### config.mk
export PLATFORM = sky130hd
export DESIGN_NAME = modular_mul_pipe_flat
export DESIGN_NICKNAME = d
export VERILOG_FILES = /design/src/rtl/modular_mul_pipe_if.sv /design/src/rtl/modular_mul_pipe.sv /design/src/flat_wrapper.sv
export SDC_FILE = /design/constraint.sdc
export NUM_CORES = 2
export LEC_CHECK = 0
export CORE_ASPECT_RATIO = 1.2
export CORE_MARGIN = 3
export CORE_UTILIZATION = 65
export DETAILED_ROUTE_END_ITERATION = 16
export PLACE_DENSITY = 0.83
export SETUP_SLACK_MARGIN = 0.2
export SYNTH_ARGS = -nofsm -noshare
export SYNTH_HDL_FRONTEND = slang
export SYNTH_SLANG_ARGS = --single-unit
export TNS_END_PERCENT = 5
### constraint.sdc
create_clock -name clk -period 9.9 [get_ports clk]
set_clock_uncertainty 0.2 [all_clocks]
set_input_delay 1.485 -clock clk [delete_from_list [all_inputs] [get_ports clk]]
set_output_delay 1.485 -clock clk [all_outputs]
set_load 0.02 [all_outputs]
### src/rtl/modular_mul_pipe_if.sv
// Handshake bundle for modular_mul_pipe: operation stream in, result stream out,
// plus the side port that loads the Shoup constant pair.
interface modular_mul_pipe_if #(
  parameter int W     = 14,
  parameter int TAG_W = 4
);
  logic             in_valid;
  logic             in_ready;
  logic             in_mode;
  logic [W-1:0]     in_a;
  logic [W-1:0]     in_b;
  logic [TAG_W-1:0] in_tag;
  logic             k_load;
  logic [W-1:0]     k_in;
  logic [W:0]       k_pre_in;
  logic             out_valid;
  logic             out_ready;
  logic [W-1:0]     out_c;
  logic [TAG_W-1:0] out_tag;

  modport slave (
    input  in_valid, in_mode, in_a, in_b, in_tag, k_load, k_in, k_pre_in, out_ready,
    output in_ready, out_valid, out_c, out_tag
  );

  modport master (
    output in_valid, in_mode, in_a, in_b, in_tag, k_load, k_in, k_pre_in, out_ready,
    input  in_ready, out_valid, out_c, out_tag
  );
endinterface

### src/rtl/modular_mul_pipe.sv
// Five-stage modular multiplier. Mode 0 reduces A*B with Barrett, mode 1 reduces
// A*K with Shoup using the precomputed K'. Every op carries its own mode, tag and
// constant pair, so modes can mix freely. One global enable stalls the whole pipe.
module modular_mul_pipe #(
  parameter int W     = 14,
  parameter int Q     = 12289,
  parameter int TAG_W = 4
) (
  input  logic              clk,
  input  logic              rst_n,
  modular_mul_pipe_if.slave bus
);
  localparam logic [2*W:0] POW_2W   = (2*W+1)'(1) << (2*W);
  localparam logic [W:0]   MU       = (W+1)'(POW_2W / (2*W+1)'(Q));
  localparam logic [W+1:0] POW_W    = (W+2)'(1) << W;
  localparam logic [W:0]   KPRE_RST = (W+1)'(POW_W / (W+2)'(Q));
  localparam logic [W+1:0] Q_X      = (W+2)'(Q);
  localparam logic [W+1:0] Q2_X     = (W+2)'(2 * Q);

  logic             w_en;
  logic [W-1:0]     r_k;
  logic [W:0]       r_kp;

  logic             r_v1, r_m1;
  logic [W-1:0]     r_a1, r_b1, r_k1;
  logic [W:0]       r_kp1;
  logic [TAG_W-1:0] r_tag1;

  logic             r_v2, r_m2;
  logic [2*W-1:0]   r_p2;
  logic [2*W:0]     r_ak2;
  logic [TAG_W-1:0] r_tag2;

  logic             r_v3, r_m3;
  logic [W+1:0]     r_p3, r_qq3;
  logic [TAG_W-1:0] r_tag3;

  logic             r_v4, r_m4;
  logic [W+1:0]     r_r4;
  logic [TAG_W-1:0] r_tag4;

  logic             r_v5;
  logic [W-1:0]     r_c5;
  logic [TAG_W-1:0] r_tag5;

  logic [2*W+1:0]   w_q2;
  logic [W:0]       w_quot;
  logic [W+1:0]     w_qq;
  logic [W-1:0]     w_c5;

  assign w_en          = ~r_v5 | bus.out_ready;
  assign bus.in_ready  = w_en;
  assign bus.out_valid = r_v5;
  assign bus.out_c     = r_c5;
  assign bus.out_tag   = r_tag5;

  // Constant pair register; loads even during a stall and only affects later accepts
  always_ff @(posedge clk or negedge rst_n) begin
    if (!rst_n) begin
      r_k  <= W'(1);
      r_kp <= KPRE_RST;
    end else if (bus.k_load) begin
      r_k  <= bus.k_in;
      r_kp <= bus.k_pre_in;
    end
  end

  // Stage 1: capture the op together with the constant pair in force before any load
  always_ff @(posedge clk or negedge rst_n) begin
    if (!rst_n) begin
      r_v1   <= 1'b0;
      r_m1   <= 1'b0;
      r_a1   <= '0;
      r_b1   <= '0;
      r_k1   <= '0;
      r_kp1  <= '0;
      r_tag1 <= '0;
    end else if (w_en) begin
      r_v1   <= bus.in_valid;
      r_m1   <= bus.in_mode;
      r_a1   <= bus.in_a;
      r_b1   <= bus.in_b;
      r_k1   <= r_k;
      r_kp1  <= r_kp;
      r_tag1 <= bus.in_tag;
    end
  end

  // Stage 2: full product (A*B or A*K) and the Shoup quotient product A*K'
  always_ff @(posedge clk or negedge rst_n) begin
    if (!rst_n) begin
      r_v2   <= 1'b0;
      r_m2   <= 1'b0;
      r_p2   <= '0;
      r_ak2  <= '0;
      r_tag2 <= '0;
    end else if (w_en) begin
      r_v2   <= r_v1;
      r_m2   <= r_m1;
      r_p2   <= r_m1 ? ((2*W)'(r_a1) * (2*W)'(r_k1)) : ((2*W)'(r_a1) * (2*W)'(r_b1));
      r_ak2  <= (2*W+1)'(r_a1) * (2*W+1)'(r_kp1);
      r_tag2 <= r_tag1;
    end
  end

  // Quotient estimate: Barrett (P>>(W-1))*mu>>(W+1) or Shoup (A*K')>>W, then times Q;
  // the remainder is below 3Q, so only the low W+2 bits of P and q*Q are needed
  always_comb begin
    w_q2 = (2*W+2)'(r_p2 >> (W-1)) * (2*W+2)'(MU);
    if (r_m2) begin
      w_quot = (W+1)'(r_ak2 >> W);
    end else begin
      w_quot = (W+1)'(w_q2 >> (W+1));
    end
    w_qq = (W+2)'(w_quot) * Q_X;
  end

  // Stage 3: register the truncated product and quotient*Q
  always_ff @(posedge clk or negedge rst_n) begin
    if (!rst_n) begin
      r_v3   <= 1'b0;
      r_m3   <= 1'b0;
      r_p3   <= '0;
      r_qq3  <= '0;
      r_tag3 <= '0;
    end else if (w_en) begin
      r_v3   <= r_v2;
      r_m3   <= r_m2;
      r_p3   <= (W+2)'(r_p2);
      r_qq3  <= w_qq;
      r_tag3 <= r_tag2;
    end
  end

  // Stage 4: partial remainder, wraps correctly modulo 2^(W+2)
  always_ff @(posedge clk or negedge rst_n) begin
    if (!rst_n) begin
      r_v4   <= 1'b0;
      r_m4   <= 1'b0;
      r_r4   <= '0;
      r_tag4 <= '0;
    end else if (w_en) begin
      r_v4   <= r_v3;
      r_m4   <= r_m3;
      r_r4   <= r_p3 - r_qq3;
      r_tag4 <= r_tag3;
    end
  end

  // Final correction: Shoup needs one subtraction of Q, Barrett up to two
  always_comb begin
    w_c5 = W'(r_r4);
    if (r_m4) begin
      if (r_r4 >= Q_X) w_c5 = W'(r_r4 - Q_X);
    end else begin
      if (r_r4 >= Q2_X)     w_c5 = W'(r_r4 - Q2_X);
      else if (r_r4 >= Q_X) w_c5 = W'(r_r4 - Q_X);
    end
  end

  // Stage 5: output register, held while the consumer is not ready
  always_ff @(posedge clk or negedge rst_n) begin
    if (!rst_n) begin
      r_v5   <= 1'b0;
      r_c5   <= '0;
      r_tag5 <= '0;
    end else if (w_en) begin
      r_v5   <= r_v4;
      r_c5   <= w_c5;
      r_tag5 <= r_tag4;
    end
  end
endmodule
### src/flat_wrapper.sv
// flat-port wrapper written by rule: the top's interface ports become plain ports
module modular_mul_pipe_flat 
#(
  parameter int W     = 14,
  parameter int Q     = 12289,
  parameter int TAG_W = 4
)
  (clk, rst_n, bus_in_valid, bus_in_mode, bus_in_a, bus_in_b, bus_in_tag, bus_k_load, bus_k_in, bus_k_pre_in, bus_out_ready, bus_in_ready, bus_out_valid, bus_out_c, bus_out_tag);
  modular_mul_pipe_if #(.W(W), .TAG_W(TAG_W)) bus_i ();
  input  logic clk;
  input  logic rst_n;
  input wire logic [$bits(bus_i.in_valid)-1:0] bus_in_valid;
  input wire logic [$bits(bus_i.in_mode)-1:0] bus_in_mode;
  input wire logic [$bits(bus_i.in_a)-1:0] bus_in_a;
  input wire logic [$bits(bus_i.in_b)-1:0] bus_in_b;
  input wire logic [$bits(bus_i.in_tag)-1:0] bus_in_tag;
  input wire logic [$bits(bus_i.k_load)-1:0] bus_k_load;
  input wire logic [$bits(bus_i.k_in)-1:0] bus_k_in;
  input wire logic [$bits(bus_i.k_pre_in)-1:0] bus_k_pre_in;
  input wire logic [$bits(bus_i.out_ready)-1:0] bus_out_ready;
  output wire logic [$bits(bus_i.in_ready)-1:0] bus_in_ready;
  output wire logic [$bits(bus_i.out_valid)-1:0] bus_out_valid;
  output wire logic [$bits(bus_i.out_c)-1:0] bus_out_c;
  output wire logic [$bits(bus_i.out_tag)-1:0] bus_out_tag;
  assign bus_i.in_valid = bus_in_valid;
  assign bus_i.in_mode = bus_in_mode;
  assign bus_i.in_a = bus_in_a;
  assign bus_i.in_b = bus_in_b;
  assign bus_i.in_tag = bus_in_tag;
  assign bus_i.k_load = bus_k_load;
  assign bus_i.k_in = bus_k_in;
  assign bus_i.k_pre_in = bus_k_pre_in;
  assign bus_i.out_ready = bus_out_ready;
  assign bus_in_ready = bus_i.in_ready;
  assign bus_out_valid = bus_i.out_valid;
  assign bus_out_c = bus_i.out_c;
  assign bus_out_tag = bus_i.out_tag;
  modular_mul_pipe #(.W(W), .Q(Q), .TAG_W(TAG_W)) u_core (.clk(clk), .rst_n(rst_n), .bus(bus_i));
endmodule
==> run summary <==
The count of unresolved DRC violations after routing came out at 0. The maximum number of pins on one net before global-route repair is 196. The area of all placed cells without fillers is 35,000 sq um. After synthesis, the mean cell area works out to 8.98 sq um. The flow ran to the end, and the final reports show no timing, DRC or antenna violations. The final number of max-transition violations came out at 0. The global-route usage over all layers came out at 28.9%. The reported max-cap violation count is 0. Summed over all nets, the half-perimeter wirelength after detailed placement is 56,500 microns.

The number of inserted diodes is 0. The starting density of the core came out at 66.4%. Yosys mapped a number of flops with a built-in enable equal to 0.

TritonCTS built the clock tree. The global-route wire length before repair is 125,000 microns. The number of antenna violations at the first check in global routing came to 0.

The sum of negative setup slack came out at 0 ps. Clock tree synthesis selected as its root buffer the cell sky130_fd_sc_hd__clkbuf_16. The count of different cell masters after synthesis is 68. The global placement routability congestion is 0.907.

On the worst path, the slowest cell contributes a delay of 510 ps. The cell area after synthesis is 32,900 sq um. The required time of the critical path came out at 10,120 ps.

The quantity of hold-fixing buffers added after cts is 0. The total nets after synthesis came out at 4,661. The path category of the worst min-delay check is reg2reg. The total vias in the final route came out at 24,350. The clock sink count came out at 220. The number of cells upsized or downsized after cts came out at 0. Row generation in the floorplan step produced 89 rows. The die is 211 microns wide. Dividing the detail-routed wire length by the instance count gives 17.1 microns.

Input and output buffers added on the ports amount to 86. The signal arrival time at the worst endpoint is 7900 ps. After synthesis, flip-flops and latches occupy 16.7% of the total area.

From bottom edge to top edge, the die measures 252 microns. STA classifies the critical path startpoint as a register. Buffers added to address setup during post-CTS repair amount to 0. In this run the standard cell core region covers 49,600 sq um.

The iteration-0 DRC count of the detailed router is 1,429. The critical path's slowest cell is sky130_fd_sc_hd__fa_1. The endpoint with the worst hold slack is u_core.r_tag1[1]. In this run the critical register-to-register path is launched from u_core.r_p2[14]. The net total in the final layout is 4,632. The depth of the worst register-to-register path came out at 27. After synthesis, the share of flip-flops with an asynchronous set or reset is 100%. Setup violations remaining at the end of the flow were counted as 0. The top achievable clock speed came out at 130 MHz. The path type of the worst setup path is reg2reg. Summed over all layers, the routed wires come to 73,300 microns.

The Yosys warning count is 0. The setup check on the worst reg-to-reg path leaves a slack of 2220 ps. The endpoint identified for the worst register-to-register timing path is u_core.r_qq3[15]. The most used flip-flop cell after synthesis is sky130_fd_sc_hd__dfrtp_1. The signed area change from the synthesized netlist to the final layout came out at 6.25%.

Counting along the longest clock path gives a buffer depth of 3. Along the worst path, the maximum fanout reaches 9. The measured slew at the worst slew-check pin came out at 1020 ps. The cell area reported after detailed placement came out at 34,100 sq um. The worst hold path passes through 2 cells. The die covers 53,400 sq um. The clock period could shrink to 7680 ps. The normalized max-slew margin came out at 32.3%. The proportion of layout cells with a drive suffix above 1 came out at 3.04%. The total grt overflow is 0. STA classifies the critical path endpoint as a register. Setup repair after global routing left no endpoint under its margin. The clock buffer count from CTS came out at 25. The clock-pin slew on the worst setup and hold paths came out at 70 ps. The number of detailed-routing iterations run before antenna repair is 5. The H-tree level count came out at 1. After detailed routing, the number of vias per cell comes to 5.67.

The worst min-delay path startpoint is u_core.r_tag1[1]. The flip-flop and latch count after synthesis is 220. The most numerous cell type found on the critical path is sky130_fd_sc_hd__fa_1.

The final critical path takes up 77.6% of the cycle. The clock network latency to the later pin of the worst-skew pair came out at 570 ps. The remaining number of nets flagged by the antenna check after routing came out at 0. The number of global-route vias before repair is 25,935. The number of hold-slack violations in the final timing report came out at 0.

After technology mapping, the gate count stands at 3,665. The I/O pin total came out at 87. The critical path starts at u_core.r_p2[14].
cells in the final DEF, fill, tap and decap left out, types with 3 or more instances in the layout:
master,synthesis,final
sky130_fd_sc_hd__clkbuf_8,0,4
sky130_fd_sc_hd__nor2_1,100,100
sky130_fd_sc_hd__or3_1,6,6
sky130_fd_sc_hd__o21bai_1,10,10
sky130_fd_sc_hd__nand2_1,730,730
sky130_fd_sc_hd__clkbuf_1,163,7
sky130_fd_sc_hd__a211oi_1,14,14
sky130_fd_sc_hd__mux2_2,31,31
sky130_fd_sc_hd__o21ai_1,47,47
sky130_fd_sc_hd__a21boi_1,5,5
sky130_fd_sc_hd__buf_4,0,23
sky130_fd_sc_hd__inv_1,647,646
sky130_fd_sc_hd__clkbuf_16,0,25
sky130_fd_sc_hd__a21oi_1,118,118
sky130_fd_sc_hd__o211ai_1,9,9
sky130_fd_sc_hd__a221o_1,5,5
sky130_fd_sc_hd__fa_1,496,496
sky130_fd_sc_hd__xor2_1,38,38
sky130_fd_sc_hd__mux2i_1,6,6
sky130_fd_sc_hd__and2_1,275,275
sky130_fd_sc_hd__clkdlybuf4s50_1,0,85
sky130_fd_sc_hd__o31ai_1,13,13
sky130_fd_sc_hd__and3_1,12,12
sky130_fd_sc_hd__clkinv_2,0,3
sky130_fd_sc_hd__a21o_1,41,41
sky130_fd_sc_hd__nor2b_1,5,4
sky130_fd_sc_hd__xnor2_1,66,66
sky130_fd_sc_hd__o21a_1,8,8
sky130_fd_sc_hd__nor3_1,17,17
sky130_fd_sc_hd__ha_1,433,433
sky130_fd_sc_hd__nand4_1,6,6
sky130_fd_sc_hd__a211o_1,5,5
sky130_fd_sc_hd__nand3_1,23,23
sky130_fd_sc_hd__dfrtp_1,218,218
sky130_fd_sc_hd__nand2b_1,10,10
sky130_fd_sc_hd__inv_6,0,3
sky130_fd_sc_hd__a31oi_1,12,12
sky130_fd_sc_hd__o21ai_0,45,45
sky130_fd_sc_hd__nor4_1,3,3
worst max-delay path by stage:
stage / endpoint / cells after the start / slack (ps)
5_1_grt: u_core.r_qq3[15] / 27 / 1760
6_report: u_core.r_qq3[15] / 27 / 2220
4_1_cts: u_core.r_qq3[15] / 27 / 2200
3_3_place_gp: u_core.r_qq3[15] / 27 / 2310
3_5_place_dp: u_core.r_qq3[15] / 27 / 2230
2_1_floorplan: u_core.r_qq3[15] / 27 / 2740
critical path, delay by kind of cell, from the launching register on:
family / cells / cell delay, ps
adders and majority gates: 10 / 3940
AOI/OAI and AO/OA: 7 / 1630
xor gates and xnor gates: 5 / 760
DFF: 1 / 500
and+or+nand+nor: 2 / 330
buffers and inverters: 3 / 150
stage by stage:
stage | utilization, % | hold slack, ps | std cells | setup slack (ps)
after floorplan | - | 230 | 3665 | 2740
after detailed placement | 68.9 | 252 | 4246 | 2230
after global placement | 68.9 | 248 | 4246 | 2310
after global routing | 70.5 | 291 | 4292 | 1760
final | 70.5 | 264 | 4292 | 2220
after CTS | 70.5 | 267 | 4292 | 2200
cell usage after synthesis (3+ instances only):
master,number,area [sq um]
sky130_fd_sc_hd__nand2_1,730,2740
sky130_fd_sc_hd__inv_1,647,2430
sky130_fd_sc_hd__fa_1,496,9930
sky130_fd_sc_hd__ha_1,433,5420
sky130_fd_sc_hd__and2_1,275,1720
sky130_fd_sc_hd__dfrtp_1,218,5460
sky130_fd_sc_hd__clkbuf_1,163,612
sky130_fd_sc_hd__a21oi_1,118,591
sky130_fd_sc_hd__nor2_1,100,375
sky130_fd_sc_hd__xnor2_1,66,578
sky130_fd_sc_hd__o21ai_1,47,235
sky130_fd_sc_hd__o21ai_0,45,225
sky130_fd_sc_hd__a21o_1,41,308
sky130_fd_sc_hd__xor2_1,38,333
sky130_fd_sc_hd__mux2_2,31,349
sky130_fd_sc_hd__nand3_1,23,115
sky130_fd_sc_hd__nor3_1,17,85.1
sky130_fd_sc_hd__a211oi_1,14,105
sky130_fd_sc_hd__o31ai_1,13,97.6
sky130_fd_sc_hd__a31oi_1,12,75.1
sky130_fd_sc_hd__and3_1,12,75.1
sky130_fd_sc_hd__nand2b_1,10,62.6
sky130_fd_sc_hd__o21bai_1,10,75.1
sky130_fd_sc_hd__o211ai_1,9,67.6
sky130_fd_sc_hd__o21a_1,8,60.1
sky130_fd_sc_hd__mux2i_1,6,60.1
sky130_fd_sc_hd__nand4_1,6,37.5
sky130_fd_sc_hd__or3_1,6,37.5
sky130_fd_sc_hd__a211o_1,5,43.8
sky130_fd_sc_hd__a21boi_1,5,37.5
sky130_fd_sc_hd__a221o_1,5,50.1
sky130_fd_sc_hd__nor2b_1,5,31.3
sky130_fd_sc_hd__nor4_1,3,18.8
cell type report:
class,count,area [sq um]
Timing Repair Buffer,110,1060
Inverter,647,2430
Sequential cell,220,5510
Multi-Input combinational cell,2632,24300
Clock buffer,36,707
Clock inverter,10,113
Tap cell,637,797
Fill cell,3705,14600
per-layer routing:
metal / up-vias / share of wire (%) / track usage [%] / wire length [microns]
li1: 11243 / - / - / -
met1: 12117 / 41 / 38.0 / 29700
met2: 824 / 49 / 49.4 / 36000
met3: 166 / 6.9 / 4.49 / 5030
met4: 0 / 3.5 / 9.42 / 2580
met5: - / 0 / 0 / 0
state kept, by name (all words and copies together), names as in the netlist, 4 cells and up:
register / count
u_core.r_a1: 14
u_core.bus.out_c: 14
u_core.r_k: 14
u_core.r_tag2: 4
u_core.r_kp: 15
u_core.r_p2: 28
u_core.r_k1: 14
u_core.r_tag4: 4
u_core.r_p3: 16
u_core.r_kp1: 15
u_core.r_qq3: 16
u_core.bus.out_tag: 4
u_core.r_ak2: 15
u_core.r_tag3: 4
u_core.r_tag1: 4
u_core.r_r4: 16
u_core.r_b1: 14
cell families after synthesis:
group	share of synthesized area [%]
compound gates	6.64
xor+xnor	2.77
fa+ha+maj	46.6
buf+inv	9.30
flops	16.7
mux	1.24
simple gates	16.7
Power is left out: the tool's default activity adds up to more than one toggle a clock period on the data nets, which glitch-free logic cannot reach.
